[src/rtl/give_out_if.sv]
// Packet write port and two-key serial line of the give_out transmitter.
// master = packet source / line observer, slave = the transmitter itself.
interface give_out_if #(
   parameter int DEPTH = 4
);
   localparam int LW = $clog2(DEPTH) + 1;

   logic          wr_en;
   logic [3:0]    wr_data;
   logic          wr_full;
   logic [LW-1:0] fifo_level;
   logic          start;
   logic          key0;
   logic          key1;
   logic          busy;
   logic [7:0]    sent_count;
   logic [7:0]    overflow_count;

   modport master (
      output wr_en, wr_data,
      input  wr_full, fifo_level, start, key0, key1, busy, sent_count, overflow_count
   );

   modport slave (
      input  wr_en, wr_data,
      output wr_full, fifo_level, start, key0, key1, busy, sent_count, overflow_count
   );
endinterface

[src/rtl/give_out.sv]
// Queues 4-bit packets and replays each as a start-low preamble plus four active-low key pulses, MSB first.
// First start-low one cycle after the write; a write while full is dropped unless IDLE pops on the same edge.
module give_out #(
   parameter int DEPTH        = 4,
   parameter int START_CYCLES = 3,
   parameter int GAP_CYCLES   = 1
) (
   input  logic      clk,
   input  logic      reset,
   give_out_if.slave bus
);
   localparam int AW   = $clog2(DEPTH);
   localparam int LW   = AW + 1;
   localparam int CMAX = (START_CYCLES > GAP_CYCLES) ? START_CYCLES : GAP_CYCLES;
   localparam int CW   = $clog2(CMAX + 1);

   typedef enum logic [1:0] {S_IDLE, S_START, S_BIT, S_GAP} state_t;

   state_t        state_q, state_d;
   logic [3:0]    mem_q [DEPTH];
   logic [AW-1:0] wr_ptr_q, wr_ptr_d;
   logic [AW-1:0] rd_ptr_q, rd_ptr_d;
   logic [LW-1:0] level_q, level_d;
   logic          full_q, full_d;
   logic [3:0]    shreg_q, shreg_d;
   logic [1:0]    idx_q, idx_d;
   logic [CW-1:0] cnt_q, cnt_d;
   logic          start_q, start_d;
   logic          key0_q, key0_d;
   logic          key1_q, key1_d;
   logic          busy_q, busy_d;
   logic [7:0]    sent_q, sent_d;
   logic [7:0]    ovf_q, ovf_d;
   logic          pop;
   logic          push;

   always_comb begin
      state_d  = state_q;
      wr_ptr_d = wr_ptr_q;
      rd_ptr_d = rd_ptr_q;
      level_d  = level_q;
      shreg_d  = shreg_q;
      idx_d    = idx_q;
      cnt_d    = cnt_q;
      sent_d   = sent_q;
      ovf_d    = ovf_q;

      // A pop on the same edge frees a slot, so a write to a full FIFO still lands.
      pop  = (state_q == S_IDLE) && (level_q != '0);
      push = bus.wr_en && (!full_q || pop);

      if (push) wr_ptr_d = wr_ptr_q + 1'b1;
      if (pop)  rd_ptr_d = rd_ptr_q + 1'b1;
      case ({push, pop})
         2'b10:   level_d = level_q + 1'b1;
         2'b01:   level_d = level_q - 1'b1;
         default: level_d = level_q;
      endcase
      if (bus.wr_en && !push && (ovf_q != 8'hFF)) ovf_d = ovf_q + 8'd1;

      case (state_q)
         S_IDLE: begin
            if (pop) begin
               shreg_d = mem_q[rd_ptr_q];
               cnt_d   = CW'(START_CYCLES);
               idx_d   = 2'd3;
               state_d = S_START;
            end
         end
         S_START: begin
            cnt_d = cnt_q - 1'b1;
            if (cnt_q == CW'(1)) state_d = S_BIT;
         end
         S_BIT: begin
            cnt_d   = CW'(GAP_CYCLES);
            state_d = S_GAP;
         end
         S_GAP: begin
            cnt_d = cnt_q - 1'b1;
            if (cnt_q == CW'(1)) begin
               if (idx_q != 2'd0) begin
                  idx_d   = idx_q - 2'd1;
                  state_d = S_BIT;
               end else begin
                  sent_d  = sent_q + 8'd1;
                  state_d = S_IDLE;
               end
            end
         end
         default: state_d = S_IDLE;
      endcase

      // Line outputs are registered from the next state so they change with it.
      full_d  = (level_d == LW'(DEPTH));
      start_d = (state_d != S_START);
      key0_d  = !((state_d == S_BIT) && !shreg_d[idx_d]);
      key1_d  = !((state_d == S_BIT) &&  shreg_d[idx_d]);
      busy_d  = (state_d != S_IDLE);
   end

   always_ff @(posedge clk or posedge reset) begin
      if (reset) begin
         state_q  <= S_IDLE;
         wr_ptr_q <= '0;
         rd_ptr_q <= '0;
         level_q  <= '0;
         full_q   <= 1'b0;
         shreg_q  <= '0;
         idx_q    <= '0;
         cnt_q    <= '0;
         start_q  <= 1'b1;
         key0_q   <= 1'b1;
         key1_q   <= 1'b1;
         busy_q   <= 1'b0;
         sent_q   <= '0;
         ovf_q    <= '0;
      end else begin
         state_q  <= state_d;
         wr_ptr_q <= wr_ptr_d;
         rd_ptr_q <= rd_ptr_d;
         level_q  <= level_d;
         full_q   <= full_d;
         shreg_q  <= shreg_d;
         idx_q    <= idx_d;
         cnt_q    <= cnt_d;
         start_q  <= start_d;
         key0_q   <= key0_d;
         key1_q   <= key1_d;
         busy_q   <= busy_d;
         sent_q   <= sent_d;
         ovf_q    <= ovf_d;
      end
   end

   always_ff @(posedge clk) begin
      if (push) mem_q[wr_ptr_q] <= bus.wr_data;
   end

   assign bus.wr_full        = full_q;
   assign bus.fifo_level     = level_q;
   assign bus.start          = start_q;
   assign bus.key0           = key0_q;
   assign bus.key1           = key1_q;
   assign bus.busy           = busy_q;
   assign bus.sent_count     = sent_q;
   assign bus.overflow_count = ovf_q;
endmodule

[src/flat_wrapper.sv]
// flat-port wrapper written by rule: the top's interface ports become plain ports
module give_out_flat 
#(
   parameter int DEPTH        = 4,
   parameter int START_CYCLES = 3,
   parameter int GAP_CYCLES   = 1
)
  (clk, reset, bus_wr_en, bus_wr_data, bus_wr_full, bus_fifo_level, bus_start, bus_key0, bus_key1, bus_busy, bus_sent_count, bus_overflow_count);
  give_out_if #(.DEPTH(DEPTH)) bus_i ();
  input  logic clk;
  input  logic reset;
  input wire logic [$bits(bus_i.wr_en)-1:0] bus_wr_en;
  input wire logic [$bits(bus_i.wr_data)-1:0] bus_wr_data;
  output wire logic [$bits(bus_i.wr_full)-1:0] bus_wr_full;
  output wire logic [$bits(bus_i.fifo_level)-1:0] bus_fifo_level;
  output wire logic [$bits(bus_i.start)-1:0] bus_start;
  output wire logic [$bits(bus_i.key0)-1:0] bus_key0;
  output wire logic [$bits(bus_i.key1)-1:0] bus_key1;
  output wire logic [$bits(bus_i.busy)-1:0] bus_busy;
  output wire logic [$bits(bus_i.sent_count)-1:0] bus_sent_count;
  output wire logic [$bits(bus_i.overflow_count)-1:0] bus_overflow_count;
  assign bus_i.wr_en = bus_wr_en;
  assign bus_i.wr_data = bus_wr_data;
  assign bus_wr_full = bus_i.wr_full;
  assign bus_fifo_level = bus_i.fifo_level;
  assign bus_start = bus_i.start;
  assign bus_key0 = bus_i.key0;
  assign bus_key1 = bus_i.key1;
  assign bus_busy = bus_i.busy;
  assign bus_sent_count = bus_i.sent_count;
  assign bus_overflow_count = bus_i.overflow_count;
  give_out #(.DEPTH(DEPTH), .START_CYCLES(START_CYCLES), .GAP_CYCLES(GAP_CYCLES)) u_core (.clk(clk), .reset(reset), .bus(bus_i));
endmodule
[config.mk]
export PLATFORM = sky130hd
export DESIGN_NAME = give_out_flat
export DESIGN_NICKNAME = d
export VERILOG_FILES = /design/src/rtl/give_out_if.sv /design/src/rtl/give_out.sv /design/src/flat_wrapper.sv
export SDC_FILE = /design/constraint.sdc
export NUM_CORES = 1
export LEC_CHECK = 0
export ABC_AREA = 1
export CAP_MARGIN = 20
export CORE_MARGIN = 2
export CORE_UTILIZATION = 55
export CTS_CLUSTER_SIZE = 40
export DETAILED_ROUTE_END_ITERATION = 10
export PLACE_DENSITY = 0.74
export SLEW_MARGIN = 20
export SYNTH_ARGS = -nofsm -noshare
export SYNTH_HDL_FRONTEND = slang
export SYNTH_SLANG_ARGS = --single-unit
[constraint.sdc]
create_clock -name clk -period 4.5 [get_ports clk]
set_input_delay 0.675 -clock clk [delete_from_list [all_inputs] [get_ports clk]]
set_output_delay 0.675 -clock clk [all_outputs]
set_load 0.05 [all_outputs]
* Word-level counts from Yosys, hierarchy flattened *
Memory sizes are Yosys's and may differ from the RTL's.
Index checks and enable logic that the tools add are counted.

storage, ports and cells
  register bits after elaboration = 38
  RAM bits = 16
  bits of input ports = 7
  output and inout port bits = 24
  logic and storage cells = 72
  memories = 1

memories
  memory        depth  bits a word  rd ports  clocked after Yosys merged registers in  write ports  RTL line        text
  u_core.mem_q  4      4            1         0                                        1            give_out.sv:20  logic [3:0] mem_q [DEPTH];

operators by class
  add/subtract/negate cells = 8
  order comparisons = 1
  eq/ne operators = 11
  muxes and demuxes = 18
  bitwise gates (word level) = 1
  reduce and logical (&&, ||, !) cells = 18

operators with widths
  kind                 count
  $add 8x1->8 const B  2
  $mux 2               8
  $eq 2x2->1 const B   4
  $mux 4               2
  $ne 8x8->1 const B   1
  $pmux 2 s4           1
  $eq 2x1->1 const B   3
  $logic_and 1x1->1    6
  $pmux 2 s3           1
  $pmux 3 s2           1
  $logic_not 1->1      5
  $add 2x1->2 const B  2
  $ne 2x1->1 const B   2
  $pmux 2 s2           1
  $reduce_bool 2->1    2
  $sub 2x1->2 const B  2
  $add 3x1->3 const B  1
  $eq 3x3->1 const B   1
  $lt 2x3->1 const B   1
  $mux 1               3
  $reduce_and 3->1     1
  $reduce_bool 3->1    1
  $sub 3x1->3 const B  1
  $bmux 1 s2           1
  4 further kinds      4

* Depth between registers and ports, before layout *
  depth after elaboration = 9
  mapped depth = 12
  gate-level depth less buffers = 12

* Worst setup path before layout *
OpenSTA, ideal clock, no wires.

  path type = flip-flop to flip-flop
  start = register u_core.level_q[0], in the netlist u_core.bus.fifo_level[0]
  end = register u_core.full_q, in the netlist u_core.bus.wr_full
  setup time = 0.127 ns
  arrival time = 2.306 ns
  required time = 4.373 ns
  setup slack = 2.067 ns
  stages on the path, launching flop included = 13
  path buffers = 0
  clock period less this slack = 2.433 ns
  cells stage by stage = dfrtp_1 nor2_4 nand2_2 nand2_4 nand2_1 nand2_2 ha_1 inv_1 fa_1 a21oi_1 o21ai_0 xnor2_1 nor3b_1

between the ends
  word-level cells in the longest chain between the ends = 7
  elaborated cells on any way between the ends = 10
  those cells by class = add/sub (2); eq/ne (3); mux (1); reduce/logical (4)

ends and longest elaborated chain
  what                                      RTL line         text
  from (decl)                               give_out.sv:23   logic [LW-1:0] level_q, level_d;
  from (signal assigned)                    give_out.sv:121  level_q <= level_d;
  $reduce_bool 3->1                         give_out.sv:49   pop = (state_q == S_IDLE) && (level_q != '0);
  $logic_and 1x1->1                         give_out.sv:49
  $logic_or 1x1->1                          give_out.sv:50   push = bus.wr_en && (!full_q || pop);
  $logic_and 1x1->1                         give_out.sv:50
  $eq 2x1->1 or $eq 2x2->1 (tied branches)  give_out.sv:54   case ({push, pop})
  $pmux 3 s2 (*)                            give_out.sv:54
  net u_core.level_d[2]                     give_out.sv:23
  $eq 3x3->1 (*)                            give_out.sv:94   full_d = (level_d == LW'(DEPTH));
  net u_core.full_d                         give_out.sv:24   logic full_q, full_d;
  to (signal assigned)                      give_out.sv:122  full_q <= full_d;
  to (decl)                                 give_out.sv:24

Mark *: on every way through the listed nets, which the timed path passes. The rest lies on a longest branch.
A chain may end at the register's enable or synchronous reset.

* Final worst setup path *
  start = register u_core.state_q[0]
  end = register u_core.full_q, in the netlist u_core.bus.wr_full

between the ends
  word-level cells in the longest chain between the ends = 7
  elaborated cells on any way between the ends = 8
  those cells by class = eq/ne (3); mux (1); reduce/logical (4)

ends and longest elaborated chain
  what                                      RTL line         text
  from (decl)                               give_out.sv:19   state_t state_q, state_d;
  from (signal assigned)                    give_out.sv:118  state_q <= state_d;
  $logic_not 2->1 (*)                       give_out.sv:49
  $logic_and 1x1->1 (*)                     give_out.sv:49
  net u_core.pop                            give_out.sv:34   logic pop;
  $logic_or 1x1->1                          give_out.sv:50
  $logic_and 1x1->1                         give_out.sv:50
  $eq 2x1->1 or $eq 2x2->1 (tied branches)  give_out.sv:54
  $pmux 3 s2 (*)                            give_out.sv:54
  net u_core.level_d[2]                     give_out.sv:23
  $eq 3x3->1 (*)                            give_out.sv:94
  net u_core.full_d                         give_out.sv:24

Marks and branches as above.

==> flow_summary.ini <==
[sta]
period_needed_ns = 2.65
setup_violations = 0
worst_pin_slew_ns = 0.842
rsz0062_at_grt = no
setup_slack_ns = 1.85
setup_tns_ns = 0
fmax_mhz = 377
slew_headroom_pct = 43.8
fin_crit_sh_pct = 58.9
skew_ns = 0.00773
hold_viol = 0
drv_slew = 0

[finish]
fin_area_um2 = 3210
diodes = 0
layout_commonest_cell = nand2_1
synthToLayoutAreaGrowth_pct = 18.0
fillers = 381
stdcell_count = 399
final_cell_mix = nand2_1 (77), inv_1 (49), dfrtp_1 (35)
finish.utilization_pct = 67.6
finish.net_count = 352
drive_above_1_share_pct = 9.04

[route]
vias_per_cell = 4.71
ant_nets = 0
firstDrtPassIters = 4
drt_wl_total_um = 4370
vias = 1881
remaining_drc_errors = 0
drt_iter0_markers = 105
wl_per_cell_um = 11.0

[synth]
synth_mux_area_share_pct = 0.413
synth_compound_area_share_pct = 4.45
synth_cell_types = 32
synth_simple_gate_area_share_pct = 23.2
synth_edf_count = 16
synth_xor_area_share_pct = 5.14
netlist_area_um2 = 2730
ys_ff_latch = 54
synthCells = 294
yosys_warnings = 0
syn_area_per_cell_um2 = 9.27
seq_area_frac_synth_pct = 52.7
synth_top_family_by_area = simple AND/OR/NAND/NOR gates
syn-num-nets = 315
async_flop_share_pct = 70.4
synth_flop_cell = dfrtp_1
yosys.area_share.adder_pct = 6.70

[worst_setup_path]
reg2reg_depth = 11
critPathTopFamily = adder cells
reg2reg_setup_slack_ns = 1.85
worst-path-stages = 11
timing.rr.start = u_core.state_q[0]
crit_type = flop to flop
slowest_delay_ns = 0.46
cp-start-kind = flop
slowest_stage = dfrtp_1
timing.critical_path.arrival_ns = 2.87
cp.required_ns = 4.72
path_cells = inv_1, ha_1, inv_2, a21oi_4, ha_1, inv_1, fa_1, a21oi_1, o21ai_0, xnor2_1, nor3b_1
cp-endpoint = u_core.bus.wr_full
r2r-end = u_core.bus.wr_full
critical_path_buf_inv_count = 3
critPathCaptureType = flop
startpoint = u_core.state_q[0]
path_max_fanout = 10

[power]
pwr-share-seq_pct = 36.2
intPower_mw = 1.20
combPwrFrac_pct = 50.3
leakage_nw = 1.56
clockPowerShare_pct = 13.4
power_density_nw_per_um2 = 682
p_sw_mw = 0.989
swShare_pct = 45.1
max-vdd-ir-drop_uv = 359

[floorplanning]
ios = 31
start_util_pct = 57.3
die_area_um2 = 5530
coreArea_um2 = 4750
rows = 25
die_y_um = 74.4
die_w_um = 74.4

[place]
place_area_um2 = 3110
dp_hpwl_um = 3310
gp_congestion = 0.852
dp_cells = 391
io_buffers = 30
pre_cts_ws_ns = 1.85

[grt]
grt_overflow = 0
grt_max_degree = 24
first_global_vias = 1835
grt_pass1_wl_um = 8000
grt_use_total_pct = 18.6
antenna_found_initial = 0

[min_path]
hp-class = flop to flop

[clock_tree]
clkTransAtPathRegs_ns = 0.09
postCtsSetupRepairBufs = 0
cts_max_level = 2
cts_buffer_depth = 2
cts.sinks = 54
cts_hold_buf = 0
clk_latency_ns = 0.30
ctsResizeCount = 0
numCtsBuffers = 5
root_buffer = clkbuf_8
cts_tree = done

[status]
status = finished, final reports clean

[flow_run]
maxCapViolCount = 0
-- synthesized netlist by cell type (2+ instances only) --
cell      count  area, um^2
a21oi_1       5        25.0
dfstp_2       3        78.8
xnor2_1       6        52.6
nor2_1       20        75.1
inv_2         2        7.51
o21ai_0       5        25.0
nor3b_1       2        15.0
inv_1        49         184
dfrtp_1      35         876
nand4_1       3        18.8
xor2_1       10        87.6
nand2_1      77         289
edfxtp_1     16         480
o21ai_2       2        17.5
ha_1         13         163
nand3_2       2        20.0
nor2_4        2        22.5
nand2_2       5        31.3
nand3_1      24         120
-- layout make-up --
| cell class | count | area, um^2 | share of cell area [%] |
|---|---|---|---|
| flip-flops and latches | 54 | 1440 | 44.6 |
| multi-input cells | 187 | 1090 | 33.8 |
| repair buffers | 31 | 308 | 9.58 |
| inverters | 52 | 198 | 6.15 |
| clock buffers | 8 | 103 | 3.19 |
| well taps | 67 | 83.8 | 2.61 |
-- layer usage --
layer	global-route usage [%]	part of all wire [%]	up-vias
li1	-	-	992
met1	23.8	47	855
met2	31.9	49	27
met3	4.47	3.0	7
met4	4.76	1.2	0
met5	0	0	-
-- registers in the layout (all words and copies together) (netlist names), 2 cells and up --
name                       cells
u_core.mem_q                  16
u_core.bus.overflow_count      8
u_core.bus.sent_count          8
u_core.shreg_q                 4
u_core.bus.fifo_level          3
u_core.cnt_q                   2
u_core.idx_q                   2
u_core.rd_ptr_q                2
u_core.state_q                 2
u_core.wr_ptr_q                2
-- power by group through the flow --
stage | sequential [mW] | clock, mW | combinational [mW]
6_report | 0.794 | 0.294 | 1.10
5_1_grt | 0.815 | 0.317 | 1.27
4_1_cts | 0.794 | 0.303 | 1.12
3_5_place_dp | 0.802 | 0 | 1.11
3_3_place_gp | 0.799 | 0 | 1.08
2_1_floorplan | 0.975 | 0 | 0.651
-- per-stage QoR --
| stage | power, mW | hold slack (ns) |
|---|---|---|
| after detailed placement | 1.91 | 0.462 |
| after CTS | 2.21 | 0.475 |
| after global routing | 2.40 | 0.504 |
| after global placement | 1.88 | 0.457 |
| after floorplan | 1.63 | 0.445 |
| final | 2.19 | 0.470 |
-- cells by family after synthesis --
| kind of cell | Yosys count |
|---|---|
| simple gates | 139 |
| flops | 54 |
| fa+ha+maj | 14 |
| buf+inv | 53 |
| compound gates | 17 |
| xor+xnor | 16 |
| mux | 1 |
-- how the worst min path moves through the flow --
stage	start	end	slack, ns	cells past startpoint
2_1_floorplan	u_core.shreg_q[2]	u_core.shreg_q[2]	0.44	2
3_3_place_gp	u_core.bus.sent_count[7]	u_core.bus.sent_count[7]	0.46	1
3_5_place_dp	u_core.bus.sent_count[7]	u_core.bus.sent_count[7]	0.46	1
4_1_cts	u_core.bus.sent_count[7]	u_core.bus.sent_count[7]	0.47	1
5_1_grt	u_core.bus.sent_count[6]	u_core.bus.sent_count[6]	0.50	1
6_report	u_core.bus.sent_count[7]	u_core.bus.sent_count[7]	0.47	1
Note: power is estimated with default switching activity, not from simulation.
